===== config.mk =====
export PLATFORM = sky130hd
export DESIGN_NAME = hilo_mac_sequencer
export DESIGN_NICKNAME = d
export VERILOG_FILES = /design/src/rtl/hilo_pkg.sv /design/src/rtl/hilo_mac_sequencer_mac_iter_core.sv /design/src/rtl/hilo_mac_sequencer.sv
export SDC_FILE = /design/constraint.sdc
export NUM_CORES = 1
export LEC_CHECK = 0
export BUFFER_PORTS_ARGS = -buffer_cell sky130_fd_sc_hd__buf_2
export CAP_MARGIN = 20
export CORE_ASPECT_RATIO = 1.75
export CORE_MARGIN = 2
export CORE_UTILIZATION = 53
export DETAILED_ROUTE_END_ITERATION = 16
export HOLD_SLACK_MARGIN = 0.12
export PLACE_DENSITY = 0.8
export RECOVER_POWER = 50
export SLEW_MARGIN = 20
export SYNTH_ARGS = -nofsm -noshare
export SYNTH_HDL_FRONTEND = slang
export SYNTH_SLANG_ARGS = --single-unit
export TNS_END_PERCENT = 50

===== constraint.sdc =====
create_clock -name Clk -period 6.9 [get_ports Clk]
set_input_delay 1.725 -clock Clk [delete_from_list [all_inputs] [get_ports Clk]]
set_output_delay 1.725 -clock Clk [all_outputs]
set_load 0.01 [all_outputs]

===== src/rtl/hilo_pkg.sv =====
// Shared definitions for the HI/LO multiply sequencer: op encodings, FSM states
// and the default operand width.
package hilo_pkg;

   localparam int WIDTH_DEFAULT = 32;

   localparam logic [1:0] OP_MULT  = 2'b00;
   localparam logic [1:0] OP_MULTU = 2'b01;
   localparam logic [1:0] OP_MADD  = 2'b10;
   localparam logic [1:0] OP_MSUB  = 2'b11;

   typedef enum logic [1:0] {
      S_IDLE   = 2'b00,
      S_RUN    = 2'b01,
      S_FIX    = 2'b10,
      S_COMMIT = 2'b11
   } state_t;

   // Only multu treats its operands as unsigned.
   function automatic logic op_is_signed(input logic [1:0] op);
      return op != OP_MULTU;
   endfunction

endpackage


===== src/rtl/hilo_mac_sequencer_mac_iter_core.sv =====
// Iterative shift-add multiply core: magnitude registers, product, counter and sign fix-up.
// HILO_EARLY_OUT_EN: stop iterating once the remaining multiplier bits are zero.
module mac_iter_core
   import hilo_pkg::*;
#(
   parameter int WIDTH = WIDTH_DEFAULT
) (
   input  logic               clk,
   input  logic               rst_n,
   input  logic               load,
   input  logic               step,
   input  logic               fix,
   input  logic [WIDTH-1:0]   mcand_in,
   input  logic [WIDTH-1:0]   mplier_in,
   input  logic               neg_in,
   output logic               last,
   output logic [2*WIDTH-1:0] product
);

   localparam int CW = $clog2(WIDTH + 1);

   logic [WIDTH-1:0]   mcand;
   logic [WIDTH-1:0]   mplier;
   logic               neg;
   logic [CW-1:0]      count;
   logic [2*WIDTH-1:0] prod;
   logic [WIDTH:0]     upper_sum;
   logic [2*WIDTH-1:0] step_prod;
   logic [2*WIDTH-1:0] aligned;

   always_comb begin
      upper_sum = {1'b0, prod[2*WIDTH-1:WIDTH]} + (mplier[0] ? {1'b0, mcand} : '0);
      step_prod = {upper_sum, prod[WIDTH-1:1]};
`ifdef HILO_EARLY_OUT_EN
      last    = (count == CW'(1)) || (mplier[WIDTH-1:1] == '0);
      // An early exit still owes count-1 right shifts to line the product up.
      aligned = step_prod >> (count - CW'(1));
`else
      last    = (count == CW'(1));
      aligned = step_prod;
`endif
   end

   always_ff @(posedge clk or negedge rst_n) begin
      if (!rst_n) begin
         mcand  <= '0;
         mplier <= '0;
         neg    <= 1'b0;
         count  <= '0;
         prod   <= '0;
      end else if (load) begin
         mcand  <= mcand_in;
         mplier <= mplier_in;
         neg    <= neg_in;
         count  <= CW'(WIDTH);
         prod   <= '0;
      end else if (step) begin
         prod   <= last ? aligned : step_prod;
         mplier <= mplier >> 1;
         count  <= count - CW'(1);
      end else if (fix) begin
         prod   <= neg ? -prod : prod;
      end
   end

   assign product = prod;

endmodule


===== src/rtl/hilo_mac_sequencer.sv =====
// HI/LO multiply/accumulate sequencer: FSM, architectural HI/LO, accumulate adder and stall.
// HILO_EARLY_OUT_EN (in mac_iter_core) shortens RUN for small multipliers.
module hilo_mac_sequencer
   import hilo_pkg::*;
#(
   parameter int WIDTH = WIDTH_DEFAULT
) (
   input  logic             Clk,
   input  logic             Reset_n,
   input  logic             Start,
   input  logic [1:0]       Op,
   input  logic [WIDTH-1:0] A,
   input  logic [WIDTH-1:0] B,
   input  logic             MtHi,
   input  logic             MtLo,
   input  logic [WIDTH-1:0] WData,
   input  logic             MfReq,
   output logic [WIDTH-1:0] Hi,
   output logic [WIDTH-1:0] Lo,
   output logic             Busy,
   output logic             Stall,
   output logic             Done
);

   state_t             state, state_nx;
   logic [1:0]         op_q;
   logic               load, step, fix, last;
   logic               sgn;
   logic [WIDTH-1:0]   mag_a, mag_b;
   logic               neg_in;
   logic [2*WIDTH-1:0] product;
   logic [2*WIDTH-1:0] acc;

   // Magnitudes are plain unsigned values, so the most-negative operand cannot overflow.
   assign sgn    = op_is_signed(Op);
   assign mag_a  = (sgn && A[WIDTH-1]) ? -A : A;
   assign mag_b  = (sgn && B[WIDTH-1]) ? -B : B;
   assign neg_in = sgn && (A[WIDTH-1] ^ B[WIDTH-1]);

   mac_iter_core #(.WIDTH(WIDTH)) u_core (
      .clk       (Clk),
      .rst_n     (Reset_n),
      .load      (load),
      .step      (step),
      .fix       (fix),
      .mcand_in  (mag_a),
      .mplier_in (mag_b),
      .neg_in    (neg_in),
      .last      (last),
      .product   (product)
   );

   always_comb begin
      case (op_q)
         OP_MADD: acc = {Hi, Lo} + product;
         OP_MSUB: acc = {Hi, Lo} - product;
         default: acc = product;
      endcase
   end

   always_comb begin
      state_nx = state;
      load     = 1'b0;
      step     = 1'b0;
      fix      = 1'b0;
      case (state)
         S_IDLE: begin
            if (Start) begin
               load     = 1'b1;
               state_nx = S_RUN;
            end
         end
         S_RUN: begin
            step = 1'b1;
            if (last) state_nx = S_FIX;
         end
         S_FIX: begin
            fix      = 1'b1;
            state_nx = S_COMMIT;
         end
         S_COMMIT: state_nx = S_IDLE;
         default:  state_nx = S_IDLE;
      endcase
   end

   always_ff @(posedge Clk or negedge Reset_n) begin
      if (!Reset_n) begin
         state <= S_IDLE;
         op_q  <= OP_MULT;
      end else begin
         state <= state_nx;
         if (load) op_q <= Op;
      end
   end

   // A Start in the same cycle as mthi/mtlo takes priority and drops the move.
   always_ff @(posedge Clk or negedge Reset_n) begin
      if (!Reset_n) begin
         Hi <= '0;
         Lo <= '0;
      end else if (state == S_COMMIT) begin
         {Hi, Lo} <= acc;
      end else if (state == S_IDLE && !Start) begin
         if (MtHi) Hi <= WData;
         if (MtLo) Lo <= WData;
      end
   end

   assign Busy  = (state != S_IDLE);
   assign Done  = (state == S_COMMIT);
   assign Stall = Busy && (Start || MfReq || MtHi || MtLo);

endmodule


==> impl_metrics.json, run 1 <==
{
  "fin_skew_ns": 0.0179,
  "dp_hpwl_um": 45800,
  "r2r_end": "Hi[31]",
  "setup_viol": 0,
  "final.setup.tns_ns": 0,
  "drv_cap": 4,
  "htree_levels": 1,
  "nets": 2593,
  "cts_hold_buf": 0,
  "fp.dieH_um": 249,
  "rsz0062_at_grt": "false",
  "hold_path_end": "u_core.mcand[22]",
  "drtIter0Drc": 1346,
  "row_count": 89,
  "port_buffers": 170,
  "worstReg2RegStart": "u_core.product[1]",
  "wl_per_cell_um": 21.1,
  "crit_required_ns": 7.31,
  "status": "complete, but fails checks",
  "synthCells": 2321,
  "avgSynthCellArea_um2": 7.80,
  "hp-start": "u_core.mcand[22]",
  "violations": "capacitance limit, slew limit",
  "cts_resized": 0,
  "die_w_um": 144,
  "timing.final.hold_violations": 0,
  "timing.fmax_mhz": 167,
  "routabilityCongestion": 1.02,
  "syn_area_mm2": 0.0181,
  "ys_warn_count": 0,
  "fillers": 3217,
  "hold_depth": 2,
  "clkSinkCount": 203,
  "io_pins": 171,
  "final_area_mm2": 0.0196,
  "grt-ovfl-total": 0,
  "min_path_type": "reg -> reg",
  "hold-worst-slack_ns": 0.469,
  "grt_pass1_wl_um": 94000,
  "clkLatencyLatePin_ns": 0.55,
  "critPathKind": "reg -> reg",
  "placedInstanceArea_mm2": 0.0189,
  "clk_pin_slew_ns": 0.06,
  "initial_core_util_pct": 53.7,
  "period_share_pct": 86.9,
  "grt_pass1_vias": 17348,
  "crit_path_end_kind": "flop",
  "cts_tree": "yes",
  "yosysSeqAreaShare_pct": 28.1,
  "synth_edf_count": 0,
  "r2r_slack_ns": 0.90,
  "grt_max_degree": 123,
  "grt_util_all_layers_pct": 33.2,
  "fin_crit_ns": 6.00,
  "wirelength_um": 60100,
  "worstPathArrival_ns": 6.41,
  "ys_ff_latch": 203,
  "path_cells": "inv_1 > ha_1 > nor3b_1 > nand2_1 > nor3_1 > or4b_1 > or2_1 > nor4_1 > nor2_1 > xnor2_1 > ha_1 > nand2_1 > nor2_1 > o2111ai_2 > o41a_1 > o31a_1 > o41ai_4 > xnor2_1 > a31oi_1",
  "antenna_found_initial": 1,
  "slowest_delay_ns": 0.75,
  "worstSetupStartpointType": "flop",
  "vias": 17756,
  "final_core_util_pct": 58.0,
  "slew_viol_final": 269,
  "numCtsBuffers": 22,
  "cp_max_fo": 8,
  "ys_types": 85,
  "core_mm2": 0.0337,
  "slew_headroom_pct": -213,
  "post_cts_buffers": 0,
  "root_buffer": "clkbuf_16",
  "drive_gt1_share_pct": 9.18,
  "crit_slowest_cell": "nor3_1",
  "syn_to_final_growth_pct": 8.14,
  "ys_async_sr_fraction_pct": 100,
  "first_pass_iters": 7,
  "diodes": 0,
  "synth_fp_nets": 2532,
  "rr_worst_depth": 19,
  "antenna_left": 0,
  "clockBufferDepth": 3,
  "drc_errors": 0,
  "dieArea_mm2": 0.0357,
  "vias_per_cell": 6.23,
  "worstMarginPinSlew_ns": 4.70,
  "synth_ff_type": "dfrtp_1"
}
-- routing by layer --
metal / share of wire, % / vias to the layer above / GRT usage, %
li1: - / 8402 / -
met1: 39 / 8434 / 40.8
met2: 47 / 744 / 55.5
met3: 6.7 / 174 / 4.20
met4: 6.4 / 2 / 18.7
met5: 0.018 / - / 0
-- through the flow --
stage          cells  setup slack (ns)
6_report        2852             0.902
4_1_cts         2852              1.16
3_5_place_dp    2813              1.23
5_1_grt         2852             0.422
2_1_floorplan   2321              1.96
3_3_place_gp    2813              1.35
-- layout make-up --
cell class,count,area (µm²),share of cell area [%]
timing repair buffer,185,941,4.80
clock buffer,27,611,3.12
tap,455,569,2.91
sequential,203,5080,25.9
inverter,38,143,0.728
clock inverter,12,146,0.748
multi-input combinational,1932,12100,61.8
-- cells by family after synthesis --
group / synth area share (%)
AO/OA/AOI/OAI: 23.7
XOR/XNOR: 12.0
adder cells (fa/ha/maj): 7.48
buffers and inverters: 5.21
flip-flops: 28.1
multiplexers: 2.94
AND/OR/NAND/NOR: 20.6
-- synth_stat cells, types with 38 or more instances --
| master | n | area share (%) |
|---|---|---|
| xnor2_1 | 127 | 6.1 |
| nand2_1 | 275 | 5.7 |
| o21ai_0 | 220 | 6.1 |
| ha_1 | 105 | 7.3 |
| or3_1 | 41 | 1.4 |
| inv_1 | 38 | 0.79 |
| mux2i_1 | 52 | 2.9 |
| nor3_1 | 48 | 1.3 |
| and2_1 | 43 | 1.5 |
| a21o_1 | 45 | 1.9 |
| dfrtp_1 | 203 | 28 |
| clkbuf_1 | 107 | 2.2 |
| nor2_1 | 241 | 5.0 |
| xor2_1 | 122 | 5.9 |
| a21oi_1 | 236 | 6.5 |
-- layout by cell type (no fill, tap or decap), types with 41 or more instances in the layout --
cell     instances
a21o_1          45
a21oi_1        234
and2_1          41
buf_2          147
dfrtp_1        203
ha_1           104
mux2i_1         52
nand2_1        275
nor2_1         241
nor3_1          49
o21ai_0        220
or3_1           41
xnor2_1        127
xor2_1         122
-- flip-flops by register name (all words and copies together), names as in the netlist --
signal	flops
Hi	32
Lo	32
op_q	2
state	2
u_core.count	6
u_core.mcand	32
u_core.mplier	32
u_core.neg	1
u_core.product	64
-- worst max-delay path, delay by kind of cell (launching register included) --
family | cells | cell delay (ns)
fa+ha+maj | 2 | 0.59
buf+inv | 1 | 0.10
simple gates | 9 | 3.01
xor+xnor | 2 | 0.33
compound gates | 5 | 1.41
flops | 1 | 0.42
-- how the worst max path moves through the flow --
stage                      startpoint      to  slack (ns)  depth (start not counted)
finish              u_core.product[1]  Hi[31]        0.90                         19
global route                  Reset_n   Hi[4]        0.42                          1
global placement    u_core.product[1]  Hi[26]        1.35                         20
floorplan           u_core.product[1]  Hi[26]        1.96                         20
CTS                 u_core.product[1]  Hi[31]        1.16                         20
detailed placement  u_core.product[1]  Hi[31]        1.23                         20
Power of run 1 is left out: the tool's default activity adds up to more than one toggle a clock period on the data nets, which glitch-free logic cannot reach.
==> run 2, diff against run 1 <==
CORE_UTILIZATION = 34   (was 53)
MAX_ROUTING_LAYER = met4   (was unset)
PLACE_DENSITY = 0.59   (was 0.8)
==> run 2 against run 1 <==
  * The run still ends with capacitance limit, slew limit left
  * Worst hold slack gained 0.0015 ns
  * Count of clock-buffer cells in the layout shrank 3
  * Worst setup slack gained 0.18 ns
  * Register-to-register slack gained 0.18 ns
  * Final area grew 1.9%
  * Die area grew 55%
  * Via count shrank 2.3%
  * Routed wire length grew 7.4%
  * Core utilization shrank 20 points
  * First-iteration DRC count shrank 12%
==> impl_metrics.json, run 2 (synthesis results as in run 1) <==
{
  "violations": "capacitance limit, slew limit",
  "post_cts_buffers": 0,
  "cts_hold_buf": 0,
  "min_path_type": "reg -> reg",
  "grt_pass1_wl_um": 99400,
  "first_pass_iters": 6,
  "grt-ovfl-total": 0,
  "port_buffers": 170,
  "crit_slowest_cell": "a31oi_1",
  "timing.final.hold_violations": 0,
  "clk_pin_slew_ns": 0.07,
  "globalRouteMet1Util_pct": 28.0,
  "r2r_slack_ns": 1.08,
  "io_pins": 171,
  "clockBufferDepth": 3,
  "htree_levels": 1,
  "worstSetupStartpointType": "flop",
  "slew_viol_final": 367,
  "setup_viol": 0,
  "timing.fmax_mhz": 172,
  "dp_hpwl_um": 50200,
  "vias": 17346,
  "dieArea_mm2": 0.0552,
  "nets": 2602,
  "fin_crit_ns": 5.82,
  "antenna_left": 0,
  "antenna_found_initial": 3,
  "numCtsBuffers": 23,
  "layout_common_cells": "nand2_1 (274), nor2_1 (241), a21oi_1 (234), o21ai_0 (220), dfrtp_1 (202)",
  "worstPathArrival_ns": 6.25,
  "largest_reg_flops": 64,
  "critPathKind": "reg -> reg",
  "vias_per_cell": 5.62,
  "clkLatencyLatePin_ns": 0.55,
  "drc_errors": 0,
  "row_count": 111,
  "fp.dieH_um": 309,
  "slowest_delay_ns": 0.50,
  "wirelength_um": 64600,
  "worstMarginPinSlew_ns": 3.83,
  "grt_util_all_layers_pct": 23.8,
  "slew_headroom_pct": -156,
  "rsz0062_at_grt": "false",
  "hold-worst-slack_ns": 0.471,
  "final.setup.tns_ns": 0,
  "cts_resized": 0,
  "syn_to_final_growth_pct": 10.2,
  "routabilityCongestion": 0.940,
  "met2_usage_pct": 39.9,
  "crit_required_ns": 7.33,
  "final.setup.worst_slack_ns": 1.08,
  "status": "complete, but fails checks",
  "core_mm2": 0.0525,
  "path_cells": "inv_1 > ha_1 > nor3b_1 > nand2_1 > or3_1 > nor4_1 > nor3b_1 > nor2_1 > xnor2_1 > ha_1 > o211ai_1 > a21oi_1 > o21ai_0 > a31oi_1 > a21oi_1 > o31ai_1 > a21oi_1 > o31a_1 > o311a_1",
  "period_share_pct": 84.4,
  "cp_common_cell": "a21oi_1",
  "globalRoute.busiestLayer": "met2",
  "fin_skew_ns": 0.0143,
  "place_ws_ns": 1.12,
  "layout_commonest_cell": "nand2_1",
  "grt_use_met3_pct": 2.28,
  "crit_path_end_kind": "flop",
  "drv_cap": 6,
  "cts_tree": "yes",
  "cp_max_fo": 8,
  "drtIter0Drc": 1181,
  "grt_max_degree": 106,
  "grt_pass1_vias": 17206,
  "initial_core_util_pct": 34.5,
  "drive_gt1_share_pct": 10.5,
  "die_w_um": 178,
  "root_buffer": "clkbuf_16",
  "clkSinkCount": 203,
  "wl_per_cell_um": 20.9
}
==> run 2: cell count changes in the layout (fill, tap and decap cells not counted), moves of 5 or more <==
| cell | delta |
|---|---|
| clkinvlp_4 | +5 |
| buf_4 | +6 |
| buf_2 | +21 |
| clkbuf_1 | -20 |
==> run 2: path summary, 6_finish.rpt <==
kind                       cells after the start               end               from
setup / recovery                              19            Hi[26]  u_core.product[1]
hold / removal                                 2   u_core.mcand[4]    u_core.mcand[4]
setup reg to reg                              19            Hi[26]  u_core.product[1]
hold reg to reg                                2   u_core.mcand[4]    u_core.mcand[4]
max in group asynchronous                      1            Hi[21]            Reset_n
min in group asynchronous                      1  u_core.mplier[8]            Reset_n
==> run 2: layer usage <==
metal / part of all wire (%) / vias to the layer above / routed length, µm
met4: 6.4 / 0 / 4150
met5: 0 / - / 0
met2: 48 / 576 / 31100
met1: 40 / 8199 / 26000
li1: - / 8419 / -
met3: 5.2 / 152 / 3370
==> run 2: cell type report <==
cell class	instances	area, µm²
Antenna cell	2	5.00
Clock buffer	24	579
Clock inverter	17	184
Fill cell	5561	32500
Inverter	38	143
Multi-Input combinational cell	1932	12100
Sequential cell	203	5080
Tap cell	678	848
Timing Repair Buffer	193	1020
==> run 2: worst max-delay path: cells and delay by family, from the launching register on <==
| kind | cells | cell delay (ns) |
|---|---|---|
| adder cells (fa/ha/maj) | 2 | 0.66 |
| buffers and inverters | 1 | 0.10 |
| flip-flops | 1 | 0.41 |
| AO/OA/AOI/OAI | 9 | 2.40 |
| XOR/XNOR | 1 | 0.14 |
| AND/OR/NAND/NOR | 6 | 1.98 |
==> run 2: through the flow <==
step / instance area [µm²] / util, % / std cells
2_1_floorplan: 18100 / - / 2321
3_3_place_gp: 19200 / 36.6 / 3044
3_5_place_dp: 19200 / 36.6 / 3044
4_1_cts: 20000 / 38.1 / 3085
5_1_grt: 20000 / 38.0 / 3087
6_report: 20000 / 38.0 / 3087
Power of run 2 is left out for the same reason.
